<file path="src/rtl/dmem_arbiter.sv">
`default_nettype none
// ============================================================================
// Module   : dmem_arbiter
// Purpose  : Single-port data-memory arbiter and access sequencer. Shares one
//            word-addressed data memory between the pipeline memory stage
//            (requester P) and an external loader/debug port (requester X).
//            Every access runs IDLE -> ISSUE -> [WAIT] -> RESP. The pipeline
//            is stalled while its access is outstanding, and X is guaranteed
//            a grant after STARVE_MAX consecutive P grants made while it waits.
//
// Ports    : clk, rst            clock, synchronous active-high reset
//            p_req_i/p_we_i      P request / write select (held until done)
//            p_addr_i/p_wdata_i  P byte address (bits [1:0] ignored) / data
//            p_rdata_o           last data read by P
//            p_done_o            one-cycle P completion pulse
//            p_stall_o           p_req_i & ~p_done_o (combinational)
//            x_*                 same set for requester X, x_ack_o = pulse
//            m_en_o/m_we_o       memory strobe / write enable (ISSUE only)
//            m_addr_o/m_wdata_o  latched word address / write data
//            m_rdata_i           memory read data, MEM_LAT cycles after m_en
//            busy_o              sequencer not idle
//            owner_o             0 = P, 1 = X, owner of current/last access
//            oor_err_o           sticky out-of-range access flag
//
// Revision : 1.0 - initial release
// ============================================================================
module dmem_arbiter #(
    parameter int ADDR_W     = 32,
    parameter int DATA_W     = 32,
    parameter int MEM_LAT    = 1,
    parameter int DEPTH      = 128,
    parameter int STARVE_MAX = 4
) (
    input  logic              clk,
    input  logic              rst,

    // Requester P (pipeline memory stage)
    input  logic              p_req_i,
    input  logic              p_we_i,
    input  logic [ADDR_W-1:0] p_addr_i,
    input  logic [DATA_W-1:0] p_wdata_i,
    output logic [DATA_W-1:0] p_rdata_o,
    output logic              p_done_o,
    output logic              p_stall_o,

    // Requester X (loader / debug)
    input  logic              x_req_i,
    input  logic              x_we_i,
    input  logic [ADDR_W-1:0] x_addr_i,
    input  logic [DATA_W-1:0] x_wdata_i,
    output logic [DATA_W-1:0] x_rdata_o,
    output logic              x_ack_o,

    // Data memory
    output logic              m_en_o,
    output logic              m_we_o,
    output logic [ADDR_W-3:0] m_addr_o,
    output logic [DATA_W-1:0] m_wdata_o,
    input  logic [DATA_W-1:0] m_rdata_i,

    // Status
    output logic              busy_o,
    output logic              owner_o,
    output logic              oor_err_o
);

    // ------------------------------------------------------------------------
    // Constants
    // ------------------------------------------------------------------------
    localparam int c_WORD_W   = ADDR_W - 2;
    localparam int c_STARVE_W = (STARVE_MAX < 1) ? 1 : $clog2(STARVE_MAX + 1);

    // One extra bit so that DEPTH == 2**c_WORD_W still compares correctly.
    localparam logic [c_WORD_W:0]     c_DEPTH_EXT  = (c_WORD_W + 1)'(DEPTH);
    localparam logic [c_STARVE_W-1:0] c_STARVE_MAX = c_STARVE_W'(STARVE_MAX);

    // WAIT lasts MEM_LAT-1 cycles; the counter runs from MEM_LAT-2 down to 0.
    localparam logic [1:0] c_WAIT_INIT = 2'((MEM_LAT > 1) ? (MEM_LAT - 2) : 0);

    // ------------------------------------------------------------------------
    // State machine encoding
    // ------------------------------------------------------------------------
    typedef enum logic [1:0] {
        S_IDLE  = 2'd0,
        S_ISSUE = 2'd1,
        S_WAIT  = 2'd2,
        S_RESP  = 2'd3
    } state_t;

    state_t                state_q,   state_d;
    logic                  owner_q,   owner_d;
    logic                  we_q,      we_d;
    logic [c_WORD_W-1:0]   addr_q,    addr_d;
    logic [DATA_W-1:0]     wdata_q,   wdata_d;
    logic [1:0]            wait_q,    wait_d;
    logic [c_STARVE_W-1:0] starve_q,  starve_d;
    logic                  oor_q,     oor_d;
    logic [DATA_W-1:0]     p_rdata_q, p_rdata_d;
    logic [DATA_W-1:0]     x_rdata_q, x_rdata_d;
    logic                  p_done_q,  p_done_d;
    logic                  x_ack_q,   x_ack_d;

    logic                  w_p_elig;
    logic                  w_x_elig;
    logic                  w_x_wins;
    logic                  w_oor;
    logic [DATA_W-1:0]     w_rd_val;

    // Byte-lane bits of the requester addresses are intentionally dropped.
    logic                  w_unused_addr_lsbs;
    assign w_unused_addr_lsbs = ^{p_addr_i[1:0], x_addr_i[1:0]};

    // ------------------------------------------------------------------------
    // Arbitration helpers
    // ------------------------------------------------------------------------
    // A requester in its completion cycle is still holding (or re-raising)
    // req; it must not be re-granted on the strength of the finished access.
    assign w_p_elig = p_req_i & ~p_done_q;
    assign w_x_elig = x_req_i & ~x_ack_q;

    // P has priority unless X has waited through STARVE_MAX P grants.
    assign w_x_wins = w_x_elig & ((starve_q == c_STARVE_MAX) | ~w_p_elig);

    assign w_oor    = ({1'b0, addr_q} >= c_DEPTH_EXT);

    // Out-of-range reads return zero instead of whatever the bus carries.
    assign w_rd_val = w_oor ? '0 : m_rdata_i;

    // ------------------------------------------------------------------------
    // Next-state and datapath logic
    // ------------------------------------------------------------------------
    always_comb begin
        state_d   = state_q;
        owner_d   = owner_q;
        we_d      = we_q;
        addr_d    = addr_q;
        wdata_d   = wdata_q;
        wait_d    = wait_q;
        starve_d  = starve_q;
        oor_d     = oor_q;
        p_rdata_d = p_rdata_q;
        x_rdata_d = x_rdata_q;
        p_done_d  = 1'b0;
        x_ack_d   = 1'b0;

        case (state_q)
            S_IDLE: begin
                // No one is waiting on the X side: the fairness window resets.
                if (!x_req_i) begin
                    starve_d = '0;
                end

                if (w_x_wins) begin
                    state_d  = S_ISSUE;
                    owner_d  = 1'b1;
                    we_d     = x_we_i;
                    addr_d   = x_addr_i[ADDR_W-1:2];
                    wdata_d  = x_wdata_i;
                    starve_d = '0;
                end else if (w_p_elig) begin
                    state_d  = S_ISSUE;
                    owner_d  = 1'b0;
                    we_d     = p_we_i;
                    addr_d   = p_addr_i[ADDR_W-1:2];
                    wdata_d  = p_wdata_i;
                    // Only grants that actually make X wait count against it.
                    if (x_req_i && (starve_q != c_STARVE_MAX)) begin
                        starve_d = starve_q + c_STARVE_W'(1);
                    end
                end
            end

            S_ISSUE: begin
                if (w_oor) begin
                    oor_d = 1'b1;
                end
                if (MEM_LAT > 1) begin
                    state_d = S_WAIT;
                    wait_d  = c_WAIT_INIT;
                end else begin
                    state_d = S_RESP;
                end
            end

            S_WAIT: begin
                if (wait_q == 2'd0) begin
                    state_d = S_RESP;
                end else begin
                    wait_d = wait_q - 2'd1;
                end
            end

            S_RESP: begin
                state_d = S_IDLE;
                // Writes leave the requester's read-data register untouched.
                if (!we_q) begin
                    if (owner_q) begin
                        x_rdata_d = w_rd_val;
                    end else begin
                        p_rdata_d = w_rd_val;
                    end
                end
                if (owner_q) begin
                    x_ack_d = 1'b1;
                end else begin
                    p_done_d = 1'b1;
                end
            end

            default: begin
                state_d = S_IDLE;
            end
        endcase
    end

    // ------------------------------------------------------------------------
    // State registers
    // ------------------------------------------------------------------------
    always_ff @(posedge clk) begin
        if (rst) begin
            state_q   <= S_IDLE;
            owner_q   <= 1'b0;
            we_q      <= 1'b0;
            addr_q    <= '0;
            wdata_q   <= '0;
            wait_q    <= 2'd0;
            starve_q  <= '0;
            oor_q     <= 1'b0;
            p_rdata_q <= '0;
            x_rdata_q <= '0;
            p_done_q  <= 1'b0;
            x_ack_q   <= 1'b0;
        end else begin
            state_q   <= state_d;
            owner_q   <= owner_d;
            we_q      <= we_d;
            addr_q    <= addr_d;
            wdata_q   <= wdata_d;
            wait_q    <= wait_d;
            starve_q  <= starve_d;
            oor_q     <= oor_d;
            p_rdata_q <= p_rdata_d;
            x_rdata_q <= x_rdata_d;
            p_done_q  <= p_done_d;
            x_ack_q   <= x_ack_d;
        end
    end

    // ------------------------------------------------------------------------
    // Outputs
    // ------------------------------------------------------------------------
    // The strobe is suppressed for out-of-range words so the array is never
    // touched; the access still runs its full sequence.
    assign m_en_o    = (state_q == S_ISSUE) & ~w_oor;
    assign m_we_o    = m_en_o & we_q;
    assign m_addr_o  = addr_q;
    assign m_wdata_o = wdata_q;

    assign p_rdata_o = p_rdata_q;
    assign p_done_o  = p_done_q;
    assign p_stall_o = p_req_i & ~p_done_q;
    assign x_rdata_o = x_rdata_q;
    assign x_ack_o   = x_ack_q;

    assign busy_o    = (state_q != S_IDLE);
    assign owner_o   = owner_q;
    assign oor_err_o = oor_q;

endmodule
`default_nettype wire
</file>
<file path="config.mk">
export PLATFORM = sky130hd
export DESIGN_NAME = dmem_arbiter
export DESIGN_NICKNAME = d
export VERILOG_FILES = /design/src/rtl/dmem_arbiter.sv
export SDC_FILE = /design/constraint.sdc
export NUM_CORES = 1
export LEC_CHECK = 0
export CAP_MARGIN = 20
export CORE_UTILIZATION = 44
export DETAILED_ROUTE_END_ITERATION = 8
export PLACE_DENSITY = 0.86
export SETUP_SLACK_MARGIN = 0.5
export SLEW_MARGIN = 0
export SYNTH_ARGS = -nofsm -noshare
export SYNTH_HDL_FRONTEND = slang
export SYNTH_SLANG_ARGS = --single-unit
</file>
<file path="constraint.sdc">
create_clock -name clk -period 2.6 [get_ports clk]
set_input_delay 0.26 -clock clk [delete_from_list [all_inputs] [get_ports clk]]
set_output_delay 0.26 -clock clk [all_outputs]
set_load 0.1 [all_outputs]
</file>
# Word-level counts from Yosys, hierarchy flattened
# Cells that the tools add are included.
classes:
  n_addsub: 2
  magnitude_cmp: 1
  n_eq_ne: 7
  muxes: 19
  n_bitwise: 14
  reduce_logical: 12
op_table:
  columns: ["op", "count"]
  rows:
  - ["two-way mux 32 bit", 3]
  - ["two-way mux 30 bit", 2]
  - ["greater-or-equal comparator 30 x 8 -> 1 bit (second input constant)", 1]
  - ["two-way mux 3 bit", 4]
  - ["inverter 1 bit", 8]
  - ["one-hot mux 2 bit (4 select lines)", 1]
  - ["AND reduction 2 bit", 4]
  - ["two-way mux 1 bit", 6]
  - ["two-way mux 2 bit", 3]
  - ["!= test 3 bit (second input constant)", 2]
  - ["AND reduction 3 bit", 2]
  - ["AND 1 bit", 5]
  - ["== test 2 bit (second input constant)", 2]
  - ["zero test 2 bit", 2]
  - ["nonzero test 2 bit", 2]
  - ["adder 3 x 1 -> 3 bit (second input constant)", 1]
  - ["== test 3 bit (second input constant)", 1]
  - ["== test 2 x 1 -> 1 bit (second input constant)", 1]
  - ["!= test 2 bit (second input constant)", 1]
  - ["OR reduction 2 bit", 1]
  - ["subtractor 2 x 1 -> 2 bit (second input constant)", 1]
  - ["logical AND 1 bit", 1]
  - ["OR 1 bit", 1]
word_totals:
  reg_bits: 138
  in_bits: 166
  out_inout_bits: 134
  wordCells: 67

# Logic depth before layout (Yosys ltp)
logic_depth:
  depth_word: 7
  depth_mapped: 8

# Least setup slack after synthesis
# Ideal clock, no wire load.
synth_path:
  path_kind: "reg2out"
  startpoint: "register addr_q[11] (netlist: m_addr_o[11])"
  endpoint: "output m_we_o"
  t_arrival_ns: 2.828
  required_time_ns: 2.340
  setup_slack_ns: -0.488
  path_stages_with_launch: 5
  path_buffers: 0
  cell_sequence: "dfxtp_1 -> or4_4 -> nor2_4 -> and3_2 -> and2_1"
synth_via:
  elab_chain_cells: 4
synth_lines:
  columns: ["item", "line", "rtl"]
  rows:
  - ["start: declaration", "93", "logic [c_WORD_W-1:0] addr_q, addr_d;"]
  - ["start signal: assignment", "237", "addr_q <= addr_d;"]
  - ["greater-or-equal comparator 30 x 8 -> 1 bit", "124", "assign w_oor = ({1'b0, addr_q} >= c_DEPTH_EXT);"]
  - ["inverter 1 bit", "254", "assign m_en_o = (state_q == S_ISSUE) & ~w_oor;"]
  - ["AND 1 bit", "254", null]
  - ["net m_en_o", "55", "output logic m_en_o,"]
  - ["AND 1 bit", "255", "assign m_we_o = m_en_o & we_q;"]
  - ["end: declaration", "56", "output logic m_we_o,"]
# The timed path passes the listed nets, and every way through them passes these cells.

# Worst setup path after layout
layout_path:
  startpoint: "register addr_q[15] (netlist: m_addr_o[15])"
  endpoint: "output m_we_o"
layout_via:
  elab_chain_cells: 4
layout_lines:
  columns: ["item", "line"]
  rows:
  - ["greater-or-equal comparator 30 x 8 -> 1 bit", "124"]
  - ["inverter 1 bit", "254"]
  - ["AND 1 bit", "254"]
  - ["AND 1 bit", "255"]
# No other way between the ends.

==> flow_summary.json <==
{
  "start_util_pct": 45.12,
  "cp-start-kind": "flip-flop",
  "place_congestion": 0.8274,
  "setup_violations": 0,
  "area_growth_pct": 56.57,
  "path_buf_inv": 1,
  "synthSimpleGateAreaFrac_pct": 18.49,
  "rrSetupSlack_ns": 0.64,
  "ys_ff_latch": 138,
  "ir_drop_uv": 489.8,
  "arrival_ns": 1.91,
  "drc": 0,
  "async_flop_share_pct": 0,
  "postRouteAntennaNets": 0,
  "dpl-instance-area_um2": 8672,
  "fill_cells": 1035,
  "first_iter_violations": 471,
  "met2_usage_pct": 43.60,
  "path_cells": "or4_4 -> nor2_4 -> and3_4 -> and2_4 -> buf_12",
  "vias": 5884,
  "synth_nets": 822,
  "grt_pass1_wl_mm": 28.46,
  "insertion_delay_ns": 0.42,
  "final_hold_viol_count": 0,
  "critPathKind": "reg -> out",
  "htreeDepth": 4,
  "layout-drive-gt1-share_pct": 22.57,
  "grt_max_degree": 82,
  "setup_tns_ns": 0,
  "relSlewSlack_pct": 50.66,
  "grt_pass1_vias": 5563,
  "seq_area_frac_synth_pct": 46.24,
  "antenna_found_initial": 2,
  "hold_class": "in -> reg",
  "timing.final.crit_period_ns": 2.169,
  "dp_hpwl_mm": 12.98,
  "clock-sinks": 138,
  "wl_per_cell_um": 16.62,
  "synth.area.mux_share_pct": 10.89,
  "dieArea_um2": 14050,
  "synth_compound_area_share_pct": 14.49,
  "grt-ovfl-total": 0,
  "top_usage_layer": "met2",
  "rows": 42,
  "cp-end-kind": "output pin",
  "synth_area_per_cell_um2": 9.220,
  "cp.required_ns": 2.34,
  "cts_root_buf": "clkbuf_16",
  "viasPerCell": 5.287,
  "rsz0062_at_grt": "yes",
  "wl_mm": 18.50,
  "max_freq_ghz": 0.4611,
  "clockBufferDepth": 2,
  "max_stage_delay_ns": 0.55,
  "final_area_um2": 9354,
  "crit_fanout": 2,
  "cpMaxStageDelayCell": "or4_4",
  "synth_top_family_by_area": "simple AND/OR/NAND/NOR gates",
  "fin_nets": 1096,
  "syn_inst": 648,
  "pin_count": 300,
  "synth.yosys.warnings": 0,
  "drv_slew": 0,
  "synth_edf_count": 0,
  "cts_tree": "done",
  "synth-adder-area-share_pct": 1.675,
  "drt_pass1_iterations": 4,
  "tightest_slew_ns": 0.7401,
  "fp.dieW_um": 118.5,
  "power.density_nw_per_um2": 791.3,
  "grt_util_met1_pct": 28.46,
  "synth_cell_types": 36,
  "cts_inserted_buffers": 17,
  "cts.clk_slew.worst_paths_ns": 0.06,
  "synthXorXnorAreaFrac_pct": 0.2932,
  "leakage_nw": 3.675,
  "ff_latch_area_um2": 2773,
  "drv_cap": 0,
  "fin_util_pct": 70.63,
  "synth_area_um2": 5974,
  "grt.total_usage_pct": 26.03,
  "finalCritPeriodShare_pct": 83.42,
  "multiInputGateArea_um2": 2773,
  "synthFlopType": "dfxtp_1",
  "met3_usage_pct": 10.04,
  "crit_family": "simple AND/OR/NAND/NOR gates",
  "core-area_um2": 13240,
  "chipHeight_um": 118.5,
  "status": "completed",
  "port-buffer-count": 295,
  "clock_skew_ns": 0.008595
}
area by class of cell:
type	count	share of cell area [%]
clock inverters	14	1.846
diodes	2	0.05350
flip-flops and latches	138	29.64
inverters	9	0.3612
multi-input cells	438	29.64
well taps	176	2.354
repair buffers	318	31.41
clock buffers	18	4.695
routing by layer:
layer / up-vias / share of wire (%) / wire length, µm
met5: - / 0 / 0
met4: 0 / 2.8 / 521
met3: 32 / 9.4 / 1746
met2: 241 / 50 / 9177
met1: 2712 / 38 / 7055
li1: 2899 / - / -
worst reg2reg max path: cells and delay by family, from the launching register on:
kind                     cells  cell delay [ns]
AO/OA/AOI/OAI                2             0.49
multiplexers                 1             0.10
AND/OR/NAND/NOR              1             0.12
flip-flops                   1             0.31
buffers and inverters        3             0.67
adder cells (fa/ha/maj)      1             0.18
per-stage QoR:
stage	hold slack (ns)	power, mW	instances	setup WS (ns)
finish	0.3471	7.402	1113	0.4311
global route	0.3602	7.667	1113	0.3655
CTS	0.3326	7.405	1108	0.3876
detailed placement	0.4443	4.921	1073	0.4501
global placement	0.4383	4.899	1073	0.5123
floorplan	0.4143	4.310	648	0.2203
cells by family (layout without fill, tap and decap cells):
family / Yosys count / count (layout)
AO/OA/AOI/OAI: 137 / 137
other: 0 / 2
flip-flops: 138 / 138
AND/OR/NAND/NOR: 226 / 226
multiplexers: 65 / 65
XOR/XNOR: 2 / 2
adder cells (fa/ha/maj): 8 / 8
buffers and inverters: 72 / 359
report_power, final:
group,total (mW),switching (mW),leakage (nW),internal (mW)
sequential,2.40,0.116,1.13,2.28
clock,2.48,0.939,0.296,1.54
combinational,2.53,1.78,2.25,0.744
total,7.40,2.84,3.67,4.56
layout by cell type, fill, tap and decap left out, types with 2 or more instances in the layout:
cell	instances
clkinv_4	5
clkinvlp_4	2
nand4_1	64
inv_2	2
a211oi_1	67
clkbuf_16	17
and3b_1	2
a21oi_4	2
clkdlybuf4s50_1	160
diode_2	2
mux2i_1	65
buf_12	12
xnor2_1	2
a21oi_1	64
nand2b_1	3
nor3_1	3
clkinv_2	3
a31oi_1	2
ha_1	8
nor4_1	3
bufinv_16	3
nand2_1	67
dfxtp_2	8
buf_4	146
or4_4	2
nor2_1	71
inv_1	7
dfxtp_1	130
sequential cells by signal (all words and copies together), names as in the netlist:
register / cells
wait_q: 2
p_done_o: 1
p_rdata_o: 32
m_addr_o: 30
x_ack_o: 1
we_q: 1
owner_o: 1
starve_q: 3
x_rdata_o: 32
m_wdata_o: 32
state_q: 2
oor_err_o: 1
what timing repair did:
action / 4_1_cts / 5_1_grt
hold buffers: 0 / 0
setup buffers: 3 / 3
gates resized for setup: 1 / 1
endpoints found under the setup margin: 2 / 6
pin swaps: 2 / 3
endpoints found under the hold margin: 0 / 0
path summary, 6_finish.rpt:
check,endpoint,cells past startpoint,from
hold / removal,m_addr_o[8],2,rst
hold reg to reg,x_rdata_o[31],2,x_rdata_o[31]
setup reg to reg,m_addr_o[25],8,starve_q[0]
setup / recovery,m_we_o,5,m_addr_o[15]
synthesized netlist by cell type (2+ instances only):
cell | number | area, µm²
inv_2 | 2 | 7.510
clkbuf_1 | 30 | 112.6
or4_4 | 2 | 22.52
nor3_1 | 3 | 15.01
buf_6 | 6 | 67.56
nand4_1 | 64 | 400.4
nand2_1 | 67 | 251.5
buf_12 | 7 | 140.1
and3b_1 | 2 | 17.52
ha_1 | 8 | 100.1
mux2i_1 | 65 | 650.6
nor2_1 | 71 | 266.5
dfxtp_1 | 138 | 2763
inv_1 | 7 | 26.28
a211oi_1 | 67 | 503.0
buf_2 | 11 | 55.05
buf_4 | 8 | 60.06
a21oi_1 | 65 | 325.3
xnor2_1 | 2 | 17.52
nor4_1 | 4 | 25.02
a31oi_1 | 2 | 12.51
nand2b_1 | 3 | 18.77
Note: power is estimated with default switching activity, not from simulation.
